===== src/rtl/nes_pad_reader.sv =====
// Console-side NES controller reader: drives the pad's latch and shift clock,
// deserialises the eight active-low button bits and publishes an active-high byte.
module nes_pad_reader #(
  parameter int LATCH_CYCLES = 600,
  parameter int HALF_CYCLES  = 300,
  parameter int POLL_CYCLES  = 833333
) (
  input  logic       clk,
  input  logic       rst_n,
  input  logic       start,
  input  logic       auto_en,
  input  logic       pad_data,
  output logic       pad_latch,
  output logic       pad_clk,
  output logic [7:0] buttons,
  output logic       valid,
  output logic       busy
);

  localparam int PHASE_MAX = (LATCH_CYCLES > HALF_CYCLES) ? LATCH_CYCLES : HALF_CYCLES;
  localparam int CNT_W     = $clog2(PHASE_MAX) + 1;
  localparam int TMR_W     = $clog2(POLL_CYCLES) + 1;

  localparam logic [CNT_W-1:0] LATCH_LAST = CNT_W'(LATCH_CYCLES - 1);
  localparam logic [CNT_W-1:0] HALF_LAST  = CNT_W'(HALF_CYCLES - 1);
  localparam logic [TMR_W-1:0] POLL_LAST  = TMR_W'(POLL_CYCLES - 1);

  typedef enum logic [2:0] {
    S_IDLE,
    S_LATCH,
    S_GAP,
    S_CLK_HI,
    S_CLK_LO,
    S_DONE
  } state_e;

  state_e             state_q, state_d;
  logic [CNT_W-1:0]   cnt_q, cnt_d;
  logic [2:0]         bit_q, bit_d;
  logic [7:0]         shift_q, shift_d;
  logic [7:0]         buttons_q, buttons_d;
  logic [TMR_W-1:0]   timer_q, timer_d;
  logic [1:0]         sync_q;
  logic               pad_latch_q, pad_clk_q, valid_q, busy_q;
  logic               pressed;
  logic               trigger;

  // Pad data is asynchronous to clk; only the second flop is ever sampled.
  assign pressed = ~sync_q[1];
  assign trigger = start || (auto_en && (timer_q == POLL_LAST));

  // NOTE: every signal written here gets a default first so no latch is inferred.
  always_comb begin
    state_d   = state_q;
    cnt_d     = cnt_q + 1'b1;
    bit_d     = bit_q;
    shift_d   = shift_q;
    buttons_d = buttons_q;

    case (state_q)
      S_IDLE: begin
        cnt_d = '0;
        bit_d = '0;
        if (trigger) begin
          state_d = S_LATCH;
          shift_d = '0;
        end
      end

      S_LATCH: begin
        if (cnt_q == LATCH_LAST) begin
          state_d = S_GAP;
          cnt_d   = '0;
        end
      end

      S_GAP: begin
        if (cnt_q == HALF_LAST) begin
          state_d    = S_CLK_HI;
          cnt_d      = '0;
          shift_d[0] = pressed;
          bit_d      = 3'd1;
        end
      end

      S_CLK_HI: begin
        if (cnt_q == HALF_LAST) begin
          state_d = S_CLK_LO;
          cnt_d   = '0;
        end
      end

      S_CLK_LO: begin
        if (cnt_q == HALF_LAST) begin
          cnt_d          = '0;
          shift_d[bit_q] = pressed;
          if (bit_q == 3'd7) begin
            state_d   = S_DONE;
            buttons_d = shift_d;
          end else begin
            state_d = S_CLK_HI;
            bit_d   = bit_q + 3'd1;
          end
        end
      end

      S_DONE: begin
        state_d = S_IDLE;
        cnt_d   = '0;
      end

      default: begin
        state_d = S_IDLE;
        cnt_d   = '0;
      end
    endcase
  end

  // The timer reads 0 during DONE, then counts up while auto polling is enabled.
  always_comb begin
    timer_d = timer_q + 1'b1;
    if (!auto_en || (state_d == S_DONE) || (timer_q == POLL_LAST)) begin
      timer_d = '0;
    end
  end

  // NOTE: sequential state uses non-blocking assignments so all flops update together.
  always_ff @(posedge clk or negedge rst_n) begin
    if (!rst_n) begin
      state_q     <= S_IDLE;
      cnt_q       <= '0;
      bit_q       <= '0;
      shift_q     <= '0;
      buttons_q   <= '0;
      timer_q     <= '0;
      sync_q      <= 2'b11;
      pad_latch_q <= 1'b0;
      pad_clk_q   <= 1'b0;
      valid_q     <= 1'b0;
      busy_q      <= 1'b0;
    end else begin
      state_q     <= state_d;
      cnt_q       <= cnt_d;
      bit_q       <= bit_d;
      shift_q     <= shift_d;
      buttons_q   <= buttons_d;
      timer_q     <= timer_d;
      sync_q      <= {sync_q[0], pad_data};
      pad_latch_q <= (state_d == S_LATCH);
      pad_clk_q   <= (state_d == S_CLK_HI);
      valid_q     <= (state_d == S_DONE);
      busy_q      <= (state_d != S_IDLE);
    end
  end

  assign pad_latch = pad_latch_q;
  assign pad_clk   = pad_clk_q;
  assign buttons   = buttons_q;
  assign valid     = valid_q;
  assign busy      = busy_q;

endmodule


===== config.mk =====
export PLATFORM = sky130hd
export DESIGN_NAME = nes_pad_reader
export DESIGN_NICKNAME = d
export VERILOG_FILES = /design/src/rtl/nes_pad_reader.sv
export SDC_FILE = /design/constraint.sdc
export NUM_CORES = 1
export LEC_CHECK = 0
export CORE_ASPECT_RATIO = 1.1
export CORE_UTILIZATION = 57
export DETAILED_ROUTE_END_ITERATION = 8
export PLACE_DENSITY = 0.81
export SYNTH_ARGS = -nofsm -noshare
export SYNTH_HDL_FRONTEND = slang
export SYNTH_SLANG_ARGS = --single-unit

===== constraint.sdc =====
create_clock -name clk -period 2.8 [get_ports clk]
set_input_delay 0.28 -clock clk [delete_from_list [all_inputs] [get_ports clk]]
set_output_delay 0.28 -clock clk [all_outputs]
set_load 0.01 [all_outputs]

==> metrics.md <==
| Metric | Value |
|---|---|
| Sequential area share after synthesis | `0.497` |
| Post-synthesis adder-cell area fraction | `0.0207` |
| Die Y | `78.4 um` |
| Mapped Nets | `310` |
| Count of different cell masters after synthesis | `47` |
| CTS tree | `done` |
| Maxcap violations | `0` |
| Fin. Hold Viols | `0` |
| Smallest hold slack | `0.354 ns` |
| Slew Limit Fails | `0` |
| Post-synthesis instance area | `3030 sq um` |
| DRC violations left | `0` |
| Final min period | `2.55 ns` |
| Synth warn | `0` |
| Number of synthesized register bits | `60` |
| First-pass GRT wire length | `9740 um` |
| IO Count | `17` |
| Compound-cell area share of the yosys netlist | `0.0756` |
| Starting Density | `0.598` |
| PostCTS Resize Cnt | `0` |
| Largest family of logic cells by synthesized area | `simple AND/OR/NAND/NOR gates` |
| Initial antenna violation count | `0` |
| GR Util All Layers | `0.226` |
| Syn Area/Cell | `10.1 sq um` |
| Fmax | `0.392 GHz` |
| Root Driver | `clkbuf_8` |
| Post-Synthesis Cells | `300` |
| Post-route insts no fill | `380` |
| HPWL Detailed | `3880 um` |
| RSZ-0062 raised after global routing | `no` |
| Outcome | `finished, final reports clean` |
| Vias | `2,276` |
| PortBufs | `16` |
| Worst path cell trace | `or4b_1 > nor4_2 > a21oi_2 > a41oi_2 > buf_4 > mux2i_1` |
| NumNets Final | `329` |
| Vias in the first global route | `2,153` |
| Core region area | `5070 sq um` |
| Final wirelength | `5630 um` |
| Mux share of post-synthesis cell area | `0.0405` |
| Average wire per standard cell | `14.8 um` |
| Top_reg_cell synth | `dfrtp_1` |
| Placed instance count | `365` |
| Reg clk slew, reported paths | `0.06 ns` |
| PD cells | `489 nW/um^2` |
| Worst path max stage delay | `0.57 ns` |
| Post-route ant nets | `0` |
| CTS sink cnt | `60` |
| Pre-CTS setup slack | `0.160 ns` |
| Max IR drop VDD | `0.377 mV` |
| RD Place Congestion | `0.860` |
| Initial DRC Count | `107` |
| Share of synthesized flip-flops with an asynchronous set or reset | `1.00` |
| Lkg Pwr | `1.44 nW` |
| Data required, critical path | `3.04 ns` |
| Final setup violation count | `0` |
| Simple-gate share of the synthesized area | `0.241` |
| Post-CTS setup buffer count | `0` |
| DR pass1 iterations | `4` |
| Post-Synth XOR/XNOR Area | `0.0839` |
| Period utilisation layout | `0.912` |
| Crit path kind | `reg2reg` |
| Area delta synth->final | `13.2%` |
| Commonest non-fill, non-tap cell in the layout | `dfrtp_1` |
| Post-synth EDFFs | `0` |
| Layout cell share with drive strength beyond 1 | `0.0839` |
| Diode count | `0` |
| Vias/cell | `5.99` |
| Worst hold path class | `in2reg` |
| Slew HR | `0.537` |
| DIE AREA | `5610 sq um` |
| Worst path slowest cell | `or4b_1` |
| Worst Setup End Kind | `flop` |
| CP max FO | `26` |
| Setup TNS Final | `0 ns` |
| Clock Latency Late Sink | `0.34 ns` |
| Post-CTS Hold Buffers | `1` |
| Worst Max-Slew Pin Slew | `0.693 ns` |
| Most frequent cells in the layout | `dfrtp_1 (58), nor3_1 (29), nor2_1 (27)` |
| Crit start category | `flop` |
| Gr ovfl total | `0` |
| Worst Path Arrival | `2.79 ns` |
| Skew final | `0.00863 ns` |
| Clock buffer count from CTS | `9` |
| Largest net degree at the start of global routing | `36` |
| Die width | `71.5 um` |
| Total chip power | `1.67 mW` |
| Row Count | `27` |
| Final worst setup slack | `0.247 ns` |
| Max Root-Sink Buffers | `2` |
| H-tree depth | `3` |
## routing by layer
layer / GRT usage / part of all wire
met5: 0 / 0
met4: 0.100 / 0.018
met3: 0.0616 / 0.033
met2: 0.360 / 0.49
met1: 0.289 / 0.46
## area by class of cell
type | instances | area [sq um]
repair buffers | 22 | 203
inverters | 16 | 60.1
well taps | 58 | 72.6
multi-input cells | 210 | 1400
clock buffers | 12 | 155
flip-flops and latches | 60 | 1500
clock inverters | 2 | 35.0
fillers | 397 | 1640
## stage by stage
stage	utilization	instance area, sq um
after CTS	0.677	3430
after floorplan	-	3030
after global placement	0.637	3230
after detailed placement	0.637	3230
after global routing	0.677	3430
final	0.677	3430
## worst max-delay path, delay by kind of cell, from the launching register on
| kind | cells | cell delay (ns) |
|---|---|---|
| AO/OA/AOI/OAI | 2 | 0.44 |
| multiplexers | 1 | 0.31 |
| AND/OR/NAND/NOR | 2 | 0.85 |
| flip-flops | 1 | 0.49 |
| buffers and inverters | 1 | 0.35 |
## kinds of logic after synthesis
group / Yosys count
xor+xnor: 29
mux: 12
fa+ha+maj: 5
simple gates: 133
buf+inv: 30
compound gates: 31
flops: 60
## worst paths after layout
path,startpoint,endpoint,slack (ns),depth (start not counted)
setup reg to reg,state_q[2],buttons[6],0.25,6
min in group asynchronous,rst_n,timer_q[9],0.46,2
max in group asynchronous,rst_n,sync_q[0],1.47,3
setup / recovery,state_q[2],buttons[6],0.25,6
hold / removal,pad_data,sync_q[0],0.35,1
hold reg to reg,sync_q[0],sync_q[1],0.36,0
## synthesized netlist by cell type, types with 2 or more instances
| library cell | instances | area (sq um) |
|---|---|---|
| dfstp_2 | 2 | 52.6 |
| o2bb2ai_1 | 7 | 61.3 |
| nand2_1 | 18 | 67.6 |
| and3_1 | 5 | 31.3 |
| ha_1 | 5 | 62.6 |
| nand4_1 | 5 | 31.3 |
| mux2i_1 | 10 | 100 |
| nand2b_1 | 3 | 18.8 |
| nor3_1 | 29 | 145 |
| nor2_1 | 27 | 101 |
| nand3b_1 | 2 | 15.0 |
| nor4b_1 | 2 | 17.5 |
| nand3_1 | 18 | 90.1 |
| nor3b_1 | 4 | 30.0 |
| a21oi_1 | 5 | 25.0 |
| a2bb2oi_1 | 2 | 17.5 |
| inv_1 | 16 | 60.1 |
| clkbuf_1 | 9 | 33.8 |
| nor4_1 | 3 | 18.8 |
| o31ai_1 | 3 | 22.5 |
| dfrtp_1 | 58 | 1450 |
| o21ai_0 | 5 | 25.0 |
| and4_1 | 3 | 26.3 |
| xnor2_1 | 15 | 131 |
| xor2_1 | 14 | 123 |
| buf_2 | 4 | 20.0 |
| nand4bb_1 | 3 | 33.8 |
| nor2b_1 | 4 | 25.0 |
## flip-flops by register name, summed over array words and instances (netlist names)
register	count
timer_q	21
cnt_q	11
buttons	8
shift_q	8
bit_q	3
state_q	3
sync_q	2
busy	1
pad_clk	1
pad_latch	1
valid	1
## power by group
part           internal (mW)  switching [mW]  leakage, nW
Combinational         0.0121          0.0269        0.614
Clock                  0.448           0.308       0.0983
Sequential             0.873         0.00663        0.731
Note: power is estimated with default switching activity, not from simulation.
